===== config.mk =====
export PLATFORM = sky130hd
export DESIGN_NAME = uart_rx_fifo
export DESIGN_NICKNAME = d
export VERILOG_FILES = /design/src/rtl/uart_rx_fifo.sv
export SDC_FILE = /design/constraint.sdc
export NUM_CORES = 1
export LEC_CHECK = 0
export ABC_AREA = 1
export CAP_MARGIN = 20
export CORE_UTILIZATION = 60
export DETAILED_ROUTE_END_ITERATION = 6
export GPL_ROUTABILITY_DRIVEN = 1
export GPL_TIMING_DRIVEN = 0
export PLACE_DENSITY = 0.79
export SLEW_MARGIN = 25
export SYNTH_ARGS = -nofsm -noshare
export SYNTH_HDL_FRONTEND = slang
export SYNTH_SLANG_ARGS = --single-unit

===== constraint.sdc =====
create_clock -name clk -period 4.8 [get_ports clk]
set_clock_uncertainty 0.1 [all_clocks]
set_input_delay 0.48 -clock clk [delete_from_list [all_inputs] [get_ports clk]]
set_output_delay 0.48 -clock clk [all_outputs]
set_load 0.02 [all_outputs]

===== src/rtl/uart_rx_fifo.sv =====
// UART 8N1 receiver with mid-bit sampler and RX FIFO.
// CPU side reads bytes and status over a small strobe/ack register bus.
module uart_rx_fifo #(
  parameter int CLKS_PER_BIT = 104,
  parameter int FIFO_DEPTH   = 16,
  parameter int FIFO_AW      = 4
) (
  input  logic       clk,
  input  logic       reset,
  input  logic       rx_bit,
  input  logic [1:0] wb_addr,
  input  logic [7:0] wb_data_in,
  output logic [7:0] wb_data_out,
  input  logic       wb_we,
  input  logic       wb_stb,
  output logic       wb_ack,
  output logic       rx_avail
);

  localparam int CW = $clog2(CLKS_PER_BIT);
  localparam logic [CW-1:0] LAST = CW'(CLKS_PER_BIT - 1);
  localparam logic [CW-1:0] MID = CW'(CLKS_PER_BIT / 2 - 1);
  localparam logic [FIFO_AW:0] DEPTH = (FIFO_AW + 1)'(FIFO_DEPTH);

  typedef enum logic [2:0] {
    IDLE,
    START,
    DATA,
    STOP,
    RECOVER
  } state_t;

  state_t             state;
  logic [CW-1:0]      cnt;
  logic [2:0]         idx;
  logic [7:0]         sh;
  logic               rxs_0;
  logic               rxs;
  logic [7:0]         mem [FIFO_DEPTH];
  logic [FIFO_AW-1:0] wp;
  logic [FIFO_AW-1:0] rp;
  logic [FIFO_AW:0]   count;
  logic               overrun;
  logic               frame_err;
  logic [7:0]         rdata;

  logic full;
  logic stop_hit;
  logic push_req;
  logic accept;
  logic pop;
  logic do_push;
  logic w1c;

  assign full     = (count == DEPTH);
  assign rx_avail = (count != '0);
  assign stop_hit = (state == STOP) && (cnt == LAST);
  assign push_req = stop_hit && rxs;
  assign accept   = wb_stb && !wb_ack;
  assign pop      = accept && !wb_we && (wb_addr == 2'd0) && rx_avail;
  assign do_push  = push_req && (!full || pop);
  assign w1c      = accept && wb_we && (wb_addr == 2'd1);

  always_ff @(posedge clk or negedge reset) begin
    if (!reset) begin
      rxs_0 <= 1'b1;
      rxs   <= 1'b1;
    end else begin
      rxs_0 <= rx_bit;
      rxs   <= rxs_0;
    end
  end

  always_ff @(posedge clk or negedge reset) begin
    if (!reset) begin
      state <= IDLE;
      cnt   <= '0;
      idx   <= '0;
      sh    <= '0;
    end else begin
      unique case (state)
        IDLE: begin
          if (!rxs) begin
            state <= START;
            cnt   <= '0;
          end
        end
        START: begin
          if (cnt == MID) begin
            cnt   <= '0;
            idx   <= '0;
            state <= rxs ? IDLE : DATA;
          end else begin
            cnt <= cnt + 1'b1;
          end
        end
        DATA: begin
          if (cnt == LAST) begin
            cnt     <= '0;
            sh[idx] <= rxs;
            if (idx == 3'd7) state <= STOP;
            else idx <= idx + 1'b1;
          end else begin
            cnt <= cnt + 1'b1;
          end
        end
        STOP: begin
          if (cnt == LAST) begin
            cnt   <= '0;
            state <= rxs ? IDLE : RECOVER;
          end else begin
            cnt <= cnt + 1'b1;
          end
        end
        RECOVER: begin
          if (rxs) state <= IDLE;
        end
        default: state <= IDLE;
      endcase
    end
  end

  always_ff @(posedge clk) begin
    if (do_push) mem[wp] <= sh;
  end

  always_ff @(posedge clk or negedge reset) begin
    if (!reset) begin
      wp    <= '0;
      rp    <= '0;
      count <= '0;
    end else begin
      if (do_push) wp <= wp + 1'b1;
      if (pop) rp <= rp + 1'b1;
      if (do_push && !pop) count <= count + 1'b1;
      else if (pop && !do_push) count <= count - 1'b1;
    end
  end

  // Clear first so a same-edge set overrides it.
  always_ff @(posedge clk or negedge reset) begin
    if (!reset) begin
      overrun   <= 1'b0;
      frame_err <= 1'b0;
    end else begin
      if (w1c && wb_data_in[2]) overrun <= 1'b0;
      if (w1c && wb_data_in[3]) frame_err <= 1'b0;
      if (push_req && full && !pop) overrun <= 1'b1;
      if (stop_hit && !rxs) frame_err <= 1'b1;
    end
  end

  always_comb begin
    rdata = 8'h00;
    if (!wb_we) begin
      unique case (wb_addr)
        2'd0: rdata = rx_avail ? mem[rp] : 8'h00;
        2'd1: rdata = {4'b0, frame_err, overrun, full, rx_avail};
        2'd2: rdata = 8'(count);
        default: rdata = 8'h00;
      endcase
    end
  end

  always_ff @(posedge clk or negedge reset) begin
    if (!reset) begin
      wb_ack      <= 1'b0;
      wb_data_out <= 8'h00;
    end else begin
      wb_ack <= accept;
      if (accept) wb_data_out <= rdata;
    end
  end

endmodule


# == Yosys cells after proc, flatten, opt, wreduce, memory -nomap -nowiden ==
# Memories as Yosys holds them, arrays and structs flattened.
# Cells that the tools add are included.
# classes
muxes,31
div_mod_pow,0
n_addsub,6
order_cmp,2
n_reduce_logical,37
n_shift,0
mul,0
eq_ne,17
bitwise,0
# ops
cell,n
3-bit two-way mux,10
8-bit one-hot mux with 3 select lines,1
7-bit two-way mux,3
7-bit one-hot mux with 3 select lines,1
1-bit logical AND,17
8-bit two-way mux,2
3-bit one-hot mux with 5 select lines,1
2-bit != test (second input constant),6
5-bit two-way mux,2
4-bit by 1-bit adder with 4-bit output (second input constant),2
8-bit bitwise mux,1
2-bit nonzero test,4
7-bit by 1-bit adder with 7-bit output (second input constant),1
7-bit by 6-bit equality test with 1-bit output (second input constant),1
7-bit equality test (second input constant),1
1-bit two-way mux,7
3-bit by 2-bit equality test with 1-bit output (second input constant),2
3-bit equality test (second input constant),2
1-bit zero test,6
3-bit one-hot mux with 2 select lines,1
6-bit AND reduction,1
5-bit by 1-bit adder with 5-bit output (second input constant),1
5-bit equality test (second input constant),1
5-bit nonzero test,1
other kinds (17),18
# totals
latch_bits,0
rom_bits,0
ramBits,128
elab_cells,107
memories,1
register_bits,47
# mem_list
memory,words,width,read_ports,rd_clocked_by_memory_dff,wr,line_no,source
mem,16,8,1,0,1,39,logic [7:0] mem [FIFO_DEPTH];

# == Logic depth before layout (Yosys ltp) ==
# logic_depth
depth_word,11
ltp_mapped,17

# == Worst setup path after synthesis ==
# No wires, ideal clock.
# synth_path
path_type,reg2reg
startpoint,register cnt[0]
endpoint,register count[4]
setup_slack_ns,2.246
period_less_slack_ns,2.554
arrival_ns,2.331
setup_ns,0.123
stages_incl_launch_ff,16
required_ns,4.577
path_buffers,1
cell_sequence,dfrtp_1 > ha_1 > and3_2 > nand2_4 > clkinv_2 > nand3_4 > nor2_4 > buf_8 > ha_1 > inv_1 > fa_1 > nand2_1 > a21oi_1 > o21ai_0 > nand3_1 > xor2_1
# synth_between
elab_chain_cells,7
word_cells_on_any_way,9
cone_classes,eq/ne: 1; mux: 1; reduce/logical: 7
# synth_lines
item,line_no,source
"start, declared",34,logic [CW-1:0] cnt;
"start signal, assigned",94,cnt <= cnt + 1'b1;
"start signal, assigned",104,cnt <= cnt + 1'b1;
"start signal, assigned",112,cnt <= cnt + 1'b1;
7-bit equality test (*),57,assign stop_hit = (state == STOP) && (cnt == LAST);
1-bit logical AND (*),57,
1-bit logical AND (*),58,assign push_req = stop_hit && rxs;
1-bit logical AND (*),61,assign do_push = push_req && (!full || pop);
net do_push,52,logic do_push;
1-bit zero test,136,else if (pop && !do_push) count <= count - 1'b1;
1-bit logical AND,136,
2-bit nonzero test (no source line),n/a,
"end signal, assigned",135,if (do_push && !pop) count <= count + 1'b1;
"end signal, assigned",136,
"end, declared",42,logic [FIFO_AW:0] count;
# The timed path passes the listed nets; every way through them passes the cells marked *.
# A chain may end at the register's enable or synchronous reset.

# == Worst setup path after layout ==
# layout_path
startpoint,input wb_stb
endpoint,register count[4]
# layout_between
elab_chain_cells,9
word_cells_on_any_way,12
cone_classes,mux: 1; reduce/logical: 11
# layout_lines
item,line_no,source
"start, declared",15,"input logic wb_stb,"
1-bit logical AND (*),59,assign accept = wb_stb && !wb_ack;
net accept,50,logic accept;
1-bit logical AND (*) (3 in series),60,assign pop = accept && !wb_we && (wb_addr == 2'd0) && rx_avail;
1-bit logical OR (*),61,
1-bit logical AND (*),61,
net do_push,52,
1-bit zero test,136,
1-bit logical AND,136,
2-bit nonzero test (no source line),n/a,
# Marked as above.

==> run summary <==
Status: finished clean
TritonCTS clock tree: yes
Die area: 13,700 um^2
Diode count: 0
Mux share of post-synthesis cell area: 0%
Combinational family with the most area after synthesis: simple AND/OR/NAND/NOR gates
Crit path cell chain: clkdlybuf4s50_1, inv_1, nor2_2, nand3_1, nand3_1, inv_1, nor2_4, buf_8, ha_1, inv_1, fa_1, nand2_1, a21oi_1, o21ai_0, nand3_1, xor2_1
Most frequent cells in the layout: nand2_1, edfxtp_1, inv_1
Share of cells above drive strength 1: 10.2%
First-pass GRT wire length: 27,700 um
YS warnings: 0
DRC: 0
Unrepaired setup endpoints after global routing: false
Ys async rst share: 26.9%
Filler cell count: 929
Synthesized net count: 806
Final ANT Viol Nets: 0
Chip Width: 117 um
Setup tns final: 0 ns
Final RePlAce weighted congestion: 0.915
WL/cell: 18.0 um
Peak Freq: 344 MHz
Final #Nets: 845
Critical Path End Type: flop
Post-synth EDFFs: 128
P_leak: 3.94 nW
Adder-cell share of the synthesized area: 2.15%
Most common cell after layout, fill and taps aside: nand2_1
Total Wirelength: 18,000 um
Largest net degree at the start of global routing: 26
Number of iterations in the first detailed-routing pass: 6
Post-layout min period: 2.91 ns
Worst slew margin: 30.3%
Max incr delay on CP: 0.45 ns
Cts bufs inserted: 17
CTS sink count: 175
Row count: 41
Dominant synthesized flop cell: edfxtp_1
Total grt overflow: 0
Initial Utilization: 62.2%
Compound-gate portion of the synthesized area: 5.60%
Final setup viols: 0
Root Buffer: clkbuf_16
Drt initial violations: 524
Area growth syn-to-layout: 13.2%
Pins Over Slew Limit: 0
Fin crit share: 60.6%
Synthesized area per cell: 10.2 um^2
Max Cap Viol: 0
Final Hold Viols: 0
Die Y: 117 um
Gr usage total: 28.5%
CP Launch Type: primary input
Arrival time at the worst endpoint: 3.12 ns
WS Path Type: in2reg
Mapped Cells: 778
Data required time at the worst endpoint: 5.01 ns
DR vias: 5,772
Drt via density: 5.76
I/O pin total: 25
Port Buffers: 18
Mapped Area: 7910 um^2
Worst path slowest cell: clkdlybuf4s50_1
Synth Area in Simple Gates: 20.7%
PostCTS Resize Cnt: 0
Flops & latches, synth: 175
Maximum VDD drop: 333 uV
CP delay by family, top: buffers and inverters
Post-DP HPWL: 11,900 um
Post-Layout Cell Count: 1,002
Clk Latency, worst-skew pair: 0.43 ns
Max Root-Sink Buffers: 2
Count of cell types in the netlist: 43
H-tree Lvls: 4
Core ar.: 12,700 um^2
CP max FO: 10
Post-synthesis sequential area ratio: 63.5%
Clk pin slew, worst setup/hold paths: 0.06 ns
Vias in the first global route: 5,594
Initial antenna violation count: 0
Least-Margin Pin Slew: 1.04 ns
Hold Crit Class: reg2reg
Post-Synth XOR/XNOR Area: 1.20%
Pwr dens: 488 nW/um^2
Worst Path Buf+Inv: 5
Placed cell count: 969
## power by group
part / leakage [nW] / internal [mW] / total [mW] / switching, mW
clock network: 0.290 / 0.873 / 1.44 / 0.571
logic: 1.56 / 0.392 / 1.22 / 0.829
registers: 2.09 / 1.66 / 1.71 / 0.0500
## metal layers
metal | global-route usage [%] | up-vias | wire, um
li1 | - | 2639 | -
met1 | 33.7 | 2744 | 6680
met2 | 48.0 | 321 | 8950
met3 | 6.23 | 68 | 1600
met4 | 17.2 | 0 | 787
met5 | 0 | - | 0
## worst paths after layout
| kind | from | slack (ns) | cells past startpoint | end |
|---|---|---|---|---|
| max in group asynchronous | reset | 3.56 | 3 | rxs |
| min reg2reg | rxs_0 | 0.26 | 0 | rxs |
| min | rxs_0 | 0.26 | 0 | rxs |
| max | wb_stb | 1.89 | 16 | count[4] |
| min in group asynchronous | reset | 0.46 | 2 | cnt[1] |
| max reg2reg | cnt[0] | 1.92 | 15 | count[4] |
## worst register-to-register path, cell delays in order, from the launching register on
cell      delay (ns)
dfrtp_1         0.38
ha_1            0.20
and3_2          0.21
nand2_4         0.07
clkinv_2        0.08
nand3_4         0.09
nor2_4          0.14
buf_8           0.19
ha_1            0.20
inv_1           0.12
fa_1            0.42
nand2_1         0.08
a21oi_1         0.07
o21ai_0         0.15
nand3_1         0.11
xor2_1          0.16
## Yosys cell counts, types with 2 or more instances
cell type	count	area share, %
nand2_1	183	8.7
edfxtp_1	128	49
inv_1	97	4.6
nand3_1	88	5.6
nor2_1	70	3.3
dfrtp_1	45	14
o21ai_0	42	2.7
ha_1	12	1.9
o211ai_1	12	1.1
buf_2	10	0.63
a21oi_1	9	0.57
xor2_1	8	0.89
inv_2	7	0.33
o21ai_1	7	0.44
buf_4	6	0.57
nor2_2	6	0.47
clkbuf_1	4	0.19
nand2_2	4	0.32
nand2_4	4	0.57
nor2_4	4	0.57
nor3_1	4	0.25
buf_1	3	0.14
clkinv_1	3	0.14
dfstp_2	2	0.66
nand3_4	2	0.44
## cell type report
| type | count | area (um^2) | area share (%) |
|---|---|---|---|
| inverter | 108 | 407 | 4.54 |
| multi-input combinational | 471 | 2350 | 26.2 |
| sequential | 175 | 5020 | 56.1 |
| buffer | 24 | 136 | 1.52 |
| clock inverter | 13 | 190 | 2.12 |
| clock buffer | 19 | 433 | 4.83 |
| tap | 172 | 215 | 2.40 |
| timing repair buffer | 20 | 205 | 2.29 |
## stage by stage
stage | util [%] | power (mW) | hold WS, ns | setup WS (ns) | cell area (um^2)
global route | 70.4 | 4.54 | 0.261 | 1.72 | 8960
detailed placement | 65.4 | 2.91 | 0.251 | 1.48 | 8320
floorplan | - | 2.54 | 0.0844 | 2.25 | 7910
CTS | 70.4 | 4.34 | 0.261 | 1.92 | 8960
global placement | 65.3 | 2.87 | 0.246 | 1.55 | 8310
finish | 70.4 | 4.37 | 0.259 | 1.89 | 8960
## repair_timing
item / 4_1_cts / 5_1_grt
endpoints found under the hold margin: 22 / 0
hold buffers: 1 / 0
setup buffers: 0 / 0
## state kept, by name, summed over array words and instances, names as in the netlist, 3 cells and up
register     count
sh               8
state            3
cnt              7
idx              3
wp               4
mem            128
count            5
rp               4
wb_data_out      8
## kinds of logic after synthesis
kind of cell               count (synthesis)
and+or+nand+nor                          371
DFF                                      175
buffers and inverters                    132
AOI/OAI and AO/OA                         77
adders and majority gates                 13
xor gates and xnor gates                  10
Note: power is estimated with default switching activity, not from simulation.
